File: config.mk
export PLATFORM = sky130hd
export DESIGN_NAME = ddr3_init_seq_flat
export DESIGN_NICKNAME = d
export VERILOG_FILES = /design/src/rtl/ddr3_init_seq_if.sv /design/src/rtl/ddr3_init_seq.sv /design/src/flat_wrapper.sv
export SDC_FILE = /design/constraint.sdc
export NUM_CORES = 1
export LEC_CHECK = 0
export CORE_MARGIN = 8
export CORE_UTILIZATION = 60
export CTS_BUF_LIST = sky130_fd_sc_hd__clkbuf_8
export DETAILED_ROUTE_END_ITERATION = 6
export PLACE_DENSITY = 0.86
export SLEW_MARGIN = 20
export SYNTH_ARGS = -nofsm -noshare
export SYNTH_HDL_FRONTEND = slang
export SYNTH_SLANG_ARGS = --single-unit
export TNS_END_PERCENT = 20
File: constraint.sdc
create_clock -name clock -period 2.8 [get_ports clock]
set_clock_uncertainty 0.1 [all_clocks]
set_input_delay 0.28 -clock clock [delete_from_list [all_inputs] [get_ports clock]]
set_output_delay 0.28 -clock clock [all_outputs]
set_load 0.02 [all_outputs]
File: src/rtl/ddr3_init_seq_if.sv
// Configuration command port between the DDR3 init sequencer and ddr3_fsm.
interface ddr3_init_seq_if #(
  parameter int ROW_BITS = 13
);
  logic                cfg_req_o;
  logic                cfg_rdy_i;
  logic [2:0]          cfg_cmd_o;
  logic [2:0]          cfg_ba_o;
  logic [ROW_BITS-1:0] cfg_adr_o;
  logic                cfg_run_o;

  modport master (output cfg_req_o, cfg_cmd_o, cfg_ba_o, cfg_adr_o, cfg_run_o,
                  input  cfg_rdy_i);
  modport slave  (input  cfg_req_o, cfg_cmd_o, cfg_ba_o, cfg_adr_o, cfg_run_o,
                  output cfg_rdy_i);
endinterface

File: src/rtl/ddr3_init_seq.sv
// DDR3 power-up sequencer: RESET#/CKE timing, MR2/MR3/MR1/MR0 via req/rdy, then run.
// Define DDR3_INIT_ZQCL_EN to add a ZQCL plus tZQinit wait before run.
module ddr3_init_seq #(
  parameter int DDR_FREQ_MHZ = 100,
  parameter int DDR_ROW_BITS = 13,
  parameter int RESET_US     = 200,
  parameter int CKE_US       = 500,
  parameter int TXPR_CYCLES  = 12,
  parameter int TMRD_CYCLES  = 4,
  parameter int TMOD_CYCLES  = 12,
  parameter logic [DDR_ROW_BITS-1:0] MR0_VAL = DDR_ROW_BITS'('h0520),
  parameter logic [DDR_ROW_BITS-1:0] MR1_VAL = DDR_ROW_BITS'('h0004),
  parameter logic [DDR_ROW_BITS-1:0] MR2_VAL = DDR_ROW_BITS'('h0000),
  parameter logic [DDR_ROW_BITS-1:0] MR3_VAL = DDR_ROW_BITS'('h0000)
) (
  input  logic             clock,
  input  logic             reset,
  output logic             dfi_rst_no,
  output logic             dfi_cke_o,
  ddr3_init_seq_if.master  cfg
);
  localparam int RST_CYC = RESET_US * DDR_FREQ_MHZ;
  localparam int CKE_CYC = CKE_US * DDR_FREQ_MHZ;
  localparam int MAX_A   = (CKE_CYC > RST_CYC) ? CKE_CYC : RST_CYC;
  localparam int MAX_B   = (TXPR_CYCLES > TMOD_CYCLES) ? TXPR_CYCLES : TMOD_CYCLES;
  localparam int MAX_C   = (MAX_A > MAX_B) ? MAX_A : MAX_B;
`ifdef DDR3_INIT_ZQCL_EN
  localparam int TZQ_CYC = 512;
  localparam int CNT_MAX = (MAX_C > TZQ_CYC) ? MAX_C : TZQ_CYC;
  localparam logic [DDR_ROW_BITS-1:0] ZQ_ADR = DDR_ROW_BITS'(1) << 10;
`else
  localparam int CNT_MAX = MAX_C;
`endif
  localparam int CW = $clog2(CNT_MAX + 1);

  localparam logic [2:0] CMD_MRS  = 3'b000;
  localparam logic [2:0] CMD_ZQCL = 3'b110;
  localparam logic [2:0] CMD_NOP  = 3'b111;

`ifdef DDR3_INIT_ZQCL_EN
  typedef enum logic [3:0] {
    ST_RST, ST_CKE, ST_TXPR, ST_MR2, ST_W2, ST_MR3, ST_W3,
    ST_MR1, ST_W1, ST_MR0, ST_TMOD, ST_ZQ, ST_TZQ, ST_RUN
  } state_t;
`else
  typedef enum logic [3:0] {
    ST_RST, ST_CKE, ST_TXPR, ST_MR2, ST_W2, ST_MR3, ST_W3,
    ST_MR1, ST_W1, ST_MR0, ST_TMOD, ST_RUN
  } state_t;
`endif

  state_t        state;
  logic [CW-1:0] cnt;

  // Every wait loads N-1 on entry so the state lasts exactly N cycles.
  always_ff @(posedge clock) begin
    if (reset) begin
      state          <= ST_RST;
      cnt            <= CW'(RST_CYC - 1);
      dfi_rst_no     <= 1'b0;
      dfi_cke_o      <= 1'b0;
      cfg.cfg_req_o  <= 1'b0;
      cfg.cfg_cmd_o  <= CMD_NOP;
      cfg.cfg_ba_o   <= 3'd0;
      cfg.cfg_adr_o  <= '0;
      cfg.cfg_run_o  <= 1'b0;
    end else begin
      case (state)
        ST_RST:
          if (cnt == '0) begin
            state      <= ST_CKE;
            cnt        <= CW'(CKE_CYC - 1);
            dfi_rst_no <= 1'b1;
          end else cnt <= cnt - 1'b1;
        ST_CKE:
          if (cnt == '0) begin
            state     <= ST_TXPR;
            cnt       <= CW'(TXPR_CYCLES - 1);
            dfi_cke_o <= 1'b1;
          end else cnt <= cnt - 1'b1;
        ST_TXPR:
          if (cnt == '0) begin
            state         <= ST_MR2;
            cfg.cfg_req_o <= 1'b1;
            cfg.cfg_cmd_o <= CMD_MRS;
            cfg.cfg_ba_o  <= 3'd2;
            cfg.cfg_adr_o <= MR2_VAL;
          end else cnt <= cnt - 1'b1;
        ST_W2:
          if (cnt == '0) begin
            state         <= ST_MR3;
            cfg.cfg_req_o <= 1'b1;
            cfg.cfg_cmd_o <= CMD_MRS;
            cfg.cfg_ba_o  <= 3'd3;
            cfg.cfg_adr_o <= MR3_VAL;
          end else cnt <= cnt - 1'b1;
        ST_W3:
          if (cnt == '0) begin
            state         <= ST_MR1;
            cfg.cfg_req_o <= 1'b1;
            cfg.cfg_cmd_o <= CMD_MRS;
            cfg.cfg_ba_o  <= 3'd1;
            cfg.cfg_adr_o <= MR1_VAL;
          end else cnt <= cnt - 1'b1;
        ST_W1:
          if (cnt == '0) begin
            state         <= ST_MR0;
            cfg.cfg_req_o <= 1'b1;
            cfg.cfg_cmd_o <= CMD_MRS;
            cfg.cfg_ba_o  <= 3'd0;
            cfg.cfg_adr_o <= MR0_VAL;
          end else cnt <= cnt - 1'b1;
        // Request phases: req is high here, so rdy alone marks the transfer.
        ST_MR2, ST_MR3, ST_MR1, ST_MR0:
          if (cfg.cfg_rdy_i) begin
            cfg.cfg_req_o <= 1'b0;
            cfg.cfg_cmd_o <= CMD_NOP;
            case (state)
              ST_MR2:  state <= ST_W2;
              ST_MR3:  state <= ST_W3;
              ST_MR1:  state <= ST_W1;
              default: state <= ST_TMOD;
            endcase
            cnt <= (state == ST_MR0) ? CW'(TMOD_CYCLES - 1) : CW'(TMRD_CYCLES - 1);
          end
`ifdef DDR3_INIT_ZQCL_EN
        ST_TMOD:
          if (cnt == '0) begin
            state         <= ST_ZQ;
            cfg.cfg_req_o <= 1'b1;
            cfg.cfg_cmd_o <= CMD_ZQCL;
            cfg.cfg_ba_o  <= 3'd0;
            cfg.cfg_adr_o <= ZQ_ADR;
          end else cnt <= cnt - 1'b1;
        ST_ZQ:
          if (cfg.cfg_rdy_i) begin
            state         <= ST_TZQ;
            cnt           <= CW'(TZQ_CYC - 1);
            cfg.cfg_req_o <= 1'b0;
            cfg.cfg_cmd_o <= CMD_NOP;
          end
        ST_TZQ:
          if (cnt == '0) begin
            state         <= ST_RUN;
            cfg.cfg_run_o <= 1'b1;
          end else cnt <= cnt - 1'b1;
`else
        ST_TMOD:
          if (cnt == '0) begin
            state         <= ST_RUN;
            cfg.cfg_run_o <= 1'b1;
          end else cnt <= cnt - 1'b1;
`endif
        ST_RUN: ;
        default: state <= ST_RST;
      endcase
    end
  end
endmodule
File: src/flat_wrapper.sv
// flat-port wrapper written by rule: the top's interface ports become plain ports
module ddr3_init_seq_flat 
#(
  parameter int DDR_FREQ_MHZ = 100,
  parameter int DDR_ROW_BITS = 13,
  parameter int RESET_US     = 200,
  parameter int CKE_US       = 500,
  parameter int TXPR_CYCLES  = 12,
  parameter int TMRD_CYCLES  = 4,
  parameter int TMOD_CYCLES  = 12,
  parameter logic [DDR_ROW_BITS-1:0] MR0_VAL = DDR_ROW_BITS'('h0520),
  parameter logic [DDR_ROW_BITS-1:0] MR1_VAL = DDR_ROW_BITS'('h0004),
  parameter logic [DDR_ROW_BITS-1:0] MR2_VAL = DDR_ROW_BITS'('h0000),
  parameter logic [DDR_ROW_BITS-1:0] MR3_VAL = DDR_ROW_BITS'('h0000)
)
  (clock, reset, dfi_rst_no, dfi_cke_o, cfg_cfg_req_o, cfg_cfg_cmd_o, cfg_cfg_ba_o, cfg_cfg_adr_o, cfg_cfg_run_o, cfg_cfg_rdy_i);
  ddr3_init_seq_if cfg_i ();
  input  logic clock;
  input  logic reset;
  output logic dfi_rst_no;
  output logic dfi_cke_o;
  output wire logic [$bits(cfg_i.cfg_req_o)-1:0] cfg_cfg_req_o;
  output wire logic [$bits(cfg_i.cfg_cmd_o)-1:0] cfg_cfg_cmd_o;
  output wire logic [$bits(cfg_i.cfg_ba_o)-1:0] cfg_cfg_ba_o;
  output wire logic [$bits(cfg_i.cfg_adr_o)-1:0] cfg_cfg_adr_o;
  output wire logic [$bits(cfg_i.cfg_run_o)-1:0] cfg_cfg_run_o;
  input wire logic [$bits(cfg_i.cfg_rdy_i)-1:0] cfg_cfg_rdy_i;
  assign cfg_cfg_req_o = cfg_i.cfg_req_o;
  assign cfg_cfg_cmd_o = cfg_i.cfg_cmd_o;
  assign cfg_cfg_ba_o = cfg_i.cfg_ba_o;
  assign cfg_cfg_adr_o = cfg_i.cfg_adr_o;
  assign cfg_cfg_run_o = cfg_i.cfg_run_o;
  assign cfg_i.cfg_rdy_i = cfg_cfg_rdy_i;
  ddr3_init_seq #(.DDR_FREQ_MHZ(DDR_FREQ_MHZ), .DDR_ROW_BITS(DDR_ROW_BITS), .RESET_US(RESET_US), .CKE_US(CKE_US), .TXPR_CYCLES(TXPR_CYCLES), .TMRD_CYCLES(TMRD_CYCLES), .TMOD_CYCLES(TMOD_CYCLES), .MR0_VAL(MR0_VAL), .MR1_VAL(MR1_VAL), .MR2_VAL(MR2_VAL), .MR3_VAL(MR3_VAL)) u_core (.clock(clock), .reset(reset), .dfi_rst_no(dfi_rst_no), .dfi_cke_o(dfi_cke_o), .cfg(cfg_i));
endmodule
# Word-level counts from Yosys, hierarchy flattened
# Index checks and enable logic that the tools add are counted.
[classes] addsub=1 eq_ne=22 n_reduce_logical=18 mux=30 n_bitwise=1
[op_table] op="$mux 16" count=4
[op_table] op="$pmux 16 s4" count=1
[op_table] op="$mux 13" count=3
[op_table] op="$pmux 13 s3" count=1
[op_table] op="$mux 4" count=9
[op_table] op="$pmux 4 s9" count=1
[op_table] op="$ne 2x1->1 const B" count=9
[op_table] op="$eq 4x3->1 const B" count=4
[op_table] op="$eq 4x4->1 const B" count=4
[op_table] op="$logic_not 16->1" count=1
[op_table] op="$sub 16x1->16 const B" count=1
[op_table] op="$mux 3" count=5
[op_table] op="$pmux 3 s4" count=1
[op_table] op="$pmux 4 s3" count=1
[op_table] op="$reduce_and 9->1" count=1
[op_table] op="$eq 4x2->1 const B" count=2
[op_table] op="$reduce_bool 4->1" count=2
[op_table] op="$reduce_or 4->1" count=2
[op_table] op="$pmux 3 s2" count=1
[op_table] op="$reduce_and 2->1" count=3
[op_table] op="$reduce_and 3->1" count=2
[op_table] op="$reduce_and 5->1" count=1
[op_table] op="$reduce_or 5->1" count=1
[op_table] op="$eq 4x1->1 const B" count=1
[op_table] op="9 further kinds" count=11
[word_totals] inputBits=3 word_cells=81 register_bits=43 output_inout_bits=23

# Logic depth before layout (Yosys ltp)
[logic_depth] word_depth=4 ltp_mapped=8 mapped_depth_nobuf=7

# Worst setup path before layout
# OpenSTA, ideal clock, no wires.
[synth_timing] kind="flip-flop to flip-flop" from="register u_core.cnt[0]" to="register u_core.cnt[14]" n_path_buf=1 slack_ns=0.896 path_stages_with_launch=9 required_ns=2.578 arrival_time_ns=1.683 setup_ns=0.122 path_cell_list="dfxtp_1 -> inv_1 -> ha_1 -> nor4b_2 -> buf_4 -> nand3_2 -> o21ai_4 -> o21ai_2 -> a221o_1"
[synth_between] elab_chain_cells=3
[synth_rtl] item="start, declared" line_no="ddr3_init_seq.sv:53" text="logic [CW-1:0] cnt;"
[synth_rtl] item="start signal, assigned" line_no="ddr3_init_seq.sv:59" text="cnt <= CW'(RST_CYC - 1);"
[synth_rtl] item="start signal, assigned" line_no="ddr3_init_seq.sv:72" text="cnt <= CW'(CKE_CYC - 1);"
[synth_rtl] item="start signal, assigned" line_no="ddr3_init_seq.sv:74" text="end else cnt <= cnt - 1'b1;"
[synth_rtl] item="$sub 16x1->16 / $logic_not 16->1 (equally long branches)"
[synth_rtl] item="$mux 16 (tied with other cells)"
[synth_rtl] item="$pmux 16 s4 / $reduce_and 3->1 (equally long branches)"
# Parallel ways exist; a longest one is shown, timed or not. The select of a mux whose other input is x is not followed.
# A chain may end at the register's enable or synchronous reset.

# Worst setup path in the final report
# Ends and elaborated chain as after synthesis.

==> results.sh <==
export IMPL_synth_area_leaders="dfxtp_1 30%, buf_4 6.2%, nor2_1 4.5%"
export IMPL_antenna_found_initial=0
export IMPL_layout_drive_gt1_share=0.139
export IMPL_worst_setup_path_start_kind="register"
export IMPL_power_density_nw_per_um2=403
export IMPL_peakVddDrop_uv=321
export IMPL_switching_share=0.243
export IMPL_die_area_um2=5290
export IMPL_hp_class="register to register"
export IMPL_report_final_slew_viol_count=0
export IMPL_clockRootBuffer="clkbuf_8"
export IMPL_grt_usage=0.172
export IMPL_p_seq_frac=0.507
export IMPL_pwr_share_clk=0.400
export IMPL_cts_made_buffers=5
export IMPL_netlist_area_um2=1930
export IMPL_pwr_share_comb=0.093
export IMPL_ff2ff_path_depth=8
export IMPL_syn_to_final_growth_pct=9.21
export IMPL_hold_viol=0
export IMPL_clkSinkCount=29
export IMPL_synthAdderAreaFrac=0.0130
export IMPL_p_leak_uw=0.000748
export IMPL_clk_pin_slew_worst_paths_ns=0.06
export IMPL_hp_start="u_core.dfi_rst_no"
export IMPL_numPortBuffers=15
export IMPL_whs_endpoint="u_core.dfi_rst_no"
export IMPL_synth_top_family_by_area="compound AO/OA/AOI/OAI gates"
export IMPL_synth_most_common_cell="dfxtp_1"
export IMPL_yosysTopAreaCellShare=0.301
export IMPL_gp_congestion=0.859
export IMPL_grt_setup_unrepaired="no"
export IMPL_die_h_um=72.7
export IMPL_period_minus_slack_ns=2.26
export IMPL_core_um2=3050
export IMPL_r2r_end="u_core.cnt[14]"
export IMPL_drc=0
export IMPL_grt_max_degree=23
export IMPL_path_class="register to register"
export IMPL_ys_flop_type="dfxtp_1"
export IMPL_vias=1771
export IMPL_io_pin_count=26
export IMPL_postRouteAntennaNets=0
export IMPL_switchingPower_uw=206
export IMPL_async_flop_share=0
export IMPL_cts_max_level=2
export IMPL_fmax_mhz=442
export IMPL_fillers=260
export IMPL_tns_ns=0
export IMPL_outcome="completed"
export IMPL_final_period_utilization=0.809
export IMPL_wl_per_cell_um=15.4
export IMPL_yosysSeqAreaShare=0.301
export IMPL_reg2reg_from="u_core.cnt[0]"
export IMPL_n_antenna_cell=0
export IMPL_post_cts_buffers=0
export IMPL_yosys_mux_area_fraction=0.00584
export IMPL_worst_pin_slew_ns=0.631
export IMPL_drt_iter0_markers=175
export IMPL_synth_edf_count=0
export IMPL_min_path_cells=2
export IMPL_synth_commonest_cells="29 x dfxtp_1, 23 x nor2_1, 20 x nand2_1"
export IMPL_fp_row_count=20
export IMPL_crit_fanout=13
export IMPL_slew_headroom=0.578
export IMPL_whs_ns=0.372
export IMPL_finalNonFillerCells=288
export IMPL_start_util=0.632
export IMPL_cts_tree="done"
export IMPL_synth_seq_cells=29
export IMPL_p_int_uw=642
export IMPL_synth_xor_area_frac=0.00454
export IMPL_drt_total_wl_mm=4.45
export IMPL_synthSimpleGateAreaFrac=0.243
export IMPL_synth_area_per_cell_um2=8.18
export IMPL_clock_tree_buffer_depth=2
export IMPL_reg2reg_slack_ns=0.54
export IMPL_grt_pass1_wl_mm=7.26
export IMPL_worstPathArrival_ns=2.34
export IMPL_fp_dieW_um=72.7
export IMPL_nets=249
export IMPL_hold_buffers=0
export IMPL_synthDistinctLibCells=62
export IMPL_dpl_instance_area_um2=2020
export IMPL_dr_pass1_iters=4
export IMPL_setup_viol=0
export IMPL_grt_pass1_vias=1499
export IMPL_dp_hpwl_mm=3.08
export IMPL_crit_path_end_kind="register"
export IMPL_avgViaCountPerCell=6.15
export IMPL_syn_inst=236
export IMPL_synth_compound_area_frac=0.323
export IMPL_dpl_cell_count=281
export IMPL_overflow=0
export IMPL_fin_area_um2=2110
export IMPL_max_cap_violations=0
export IMPL_worstSkewPairLatency_ns=0.28
export IMPL_crit_required_ns=2.87
export IMPL_synth_top_area_cell="dfxtp_1"
export IMPL_ys_warn_count=0
export IMPL_cts_resized=0
power groups by stage:
stage	registers, uW	logic (uW)	clock network (uW)
after floorplan	443	61.6	0
after global placement	439	76.7	0
after detailed placement	439	78.0	0
after CTS	430	78.4	348
after global routing	432	85.3	364
final	430	78.9	339
logic make-up after synthesis:
logic type | Yosys count
xor gates and xnor gates | 1
other | 1
and+or+nand+nor | 81
adders and majority gates | 2
AOI/OAI and AO/OA | 85
buffers and inverters | 36
DFF | 29
muxes | 1
area by class of cell:
type	count	area [um2]	area share
clock inverter	1	3.75	0.00178
inverter	10	37.5	0.0178
tap	44	55.1	0.0261
multi-input combinational	180	1170	0.558
timing repair buffer	18	173	0.0819
clock buffer	6	82.6	0.0392
sequential	29	581	0.276
per-layer routing:
layer	vias to the layer above	wire (um)	global-route usage	share of wire
met1	822	2060	0.229	0.46
met4	0	65	0.0711	0.015
met5	-	0	0	0
met3	6	304	0.0398	0.068
met2	66	2010	0.259	0.45
li1	877	-	-	-
stage by stage:
stage / utilization / setup WS [ns] / total power (uW)
after floorplan: - / 0.896 / 504
after CTS: 0.690 / 0.563 / 857
after global placement: 0.662 / 0.648 / 515
after global routing: 0.690 / 0.410 / 881
after detailed placement: 0.662 / 0.569 / 517
final: 0.690 / 0.536 / 848
worst max-delay path, stage by stage, from the launching register on:
cell	delay, ns
dfxtp_1	0.43
inv_1	0.10
ha_1	0.22
nor4b_2	0.16
buf_4	0.18
o221ai_1	0.29
or2_4	0.27
o21ai_2	0.07
a221o_1	0.34
state kept, by name, summed over array words and instances, names as in the netlist:
| register | cells |
|---|---|
| u_core.cfg.cfg_ba_o | 2 |
| u_core.cfg.cfg_req_o | 1 |
| u_core.cnt | 16 |
| u_core.cfg.cfg_run_o | 1 |
| u_core.cfg.cfg_cmd_o | 1 |
| u_core.dfi_cke_o | 1 |
| u_core.dfi_rst_no | 1 |
| u_core.state | 4 |
| u_core.cfg.cfg_adr_o | 2 |
layout by cell type, fill, tap and decap left out, types with 4 or more instances in the layout:
| cell type | count |
|---|---|
| o21a_1 | 4 |
| clkdlybuf4s50_1 | 15 |
| a21oi_1 | 17 |
| inv_1 | 11 |
| o211ai_1 | 4 |
| conb_1 | 10 |
| nor2_1 | 23 |
| a31oi_1 | 7 |
| nand2_1 | 20 |
| nand3_1 | 7 |
| clkbuf_8 | 6 |
| o21ai_0 | 11 |
| a22oi_1 | 6 |
| dfxtp_1 | 29 |
| nor3_1 | 5 |
worst max-delay path by stage:
stage	from	end	slack, ns	cells after the start
after global routing	u_core.cnt[0]	u_core.cnt[14]	0.41	8
after detailed placement	u_core.cnt[0]	u_core.cnt[14]	0.57	8
after global placement	u_core.cnt[0]	u_core.cnt[14]	0.65	8
after floorplan	u_core.cnt[0]	u_core.cnt[14]	0.90	8
after CTS	u_core.cnt[0]	u_core.cnt[14]	0.56	8
final	u_core.cnt[0]	u_core.cnt[14]	0.54	8
No activity file was read; power rests on OpenSTA's default activity.
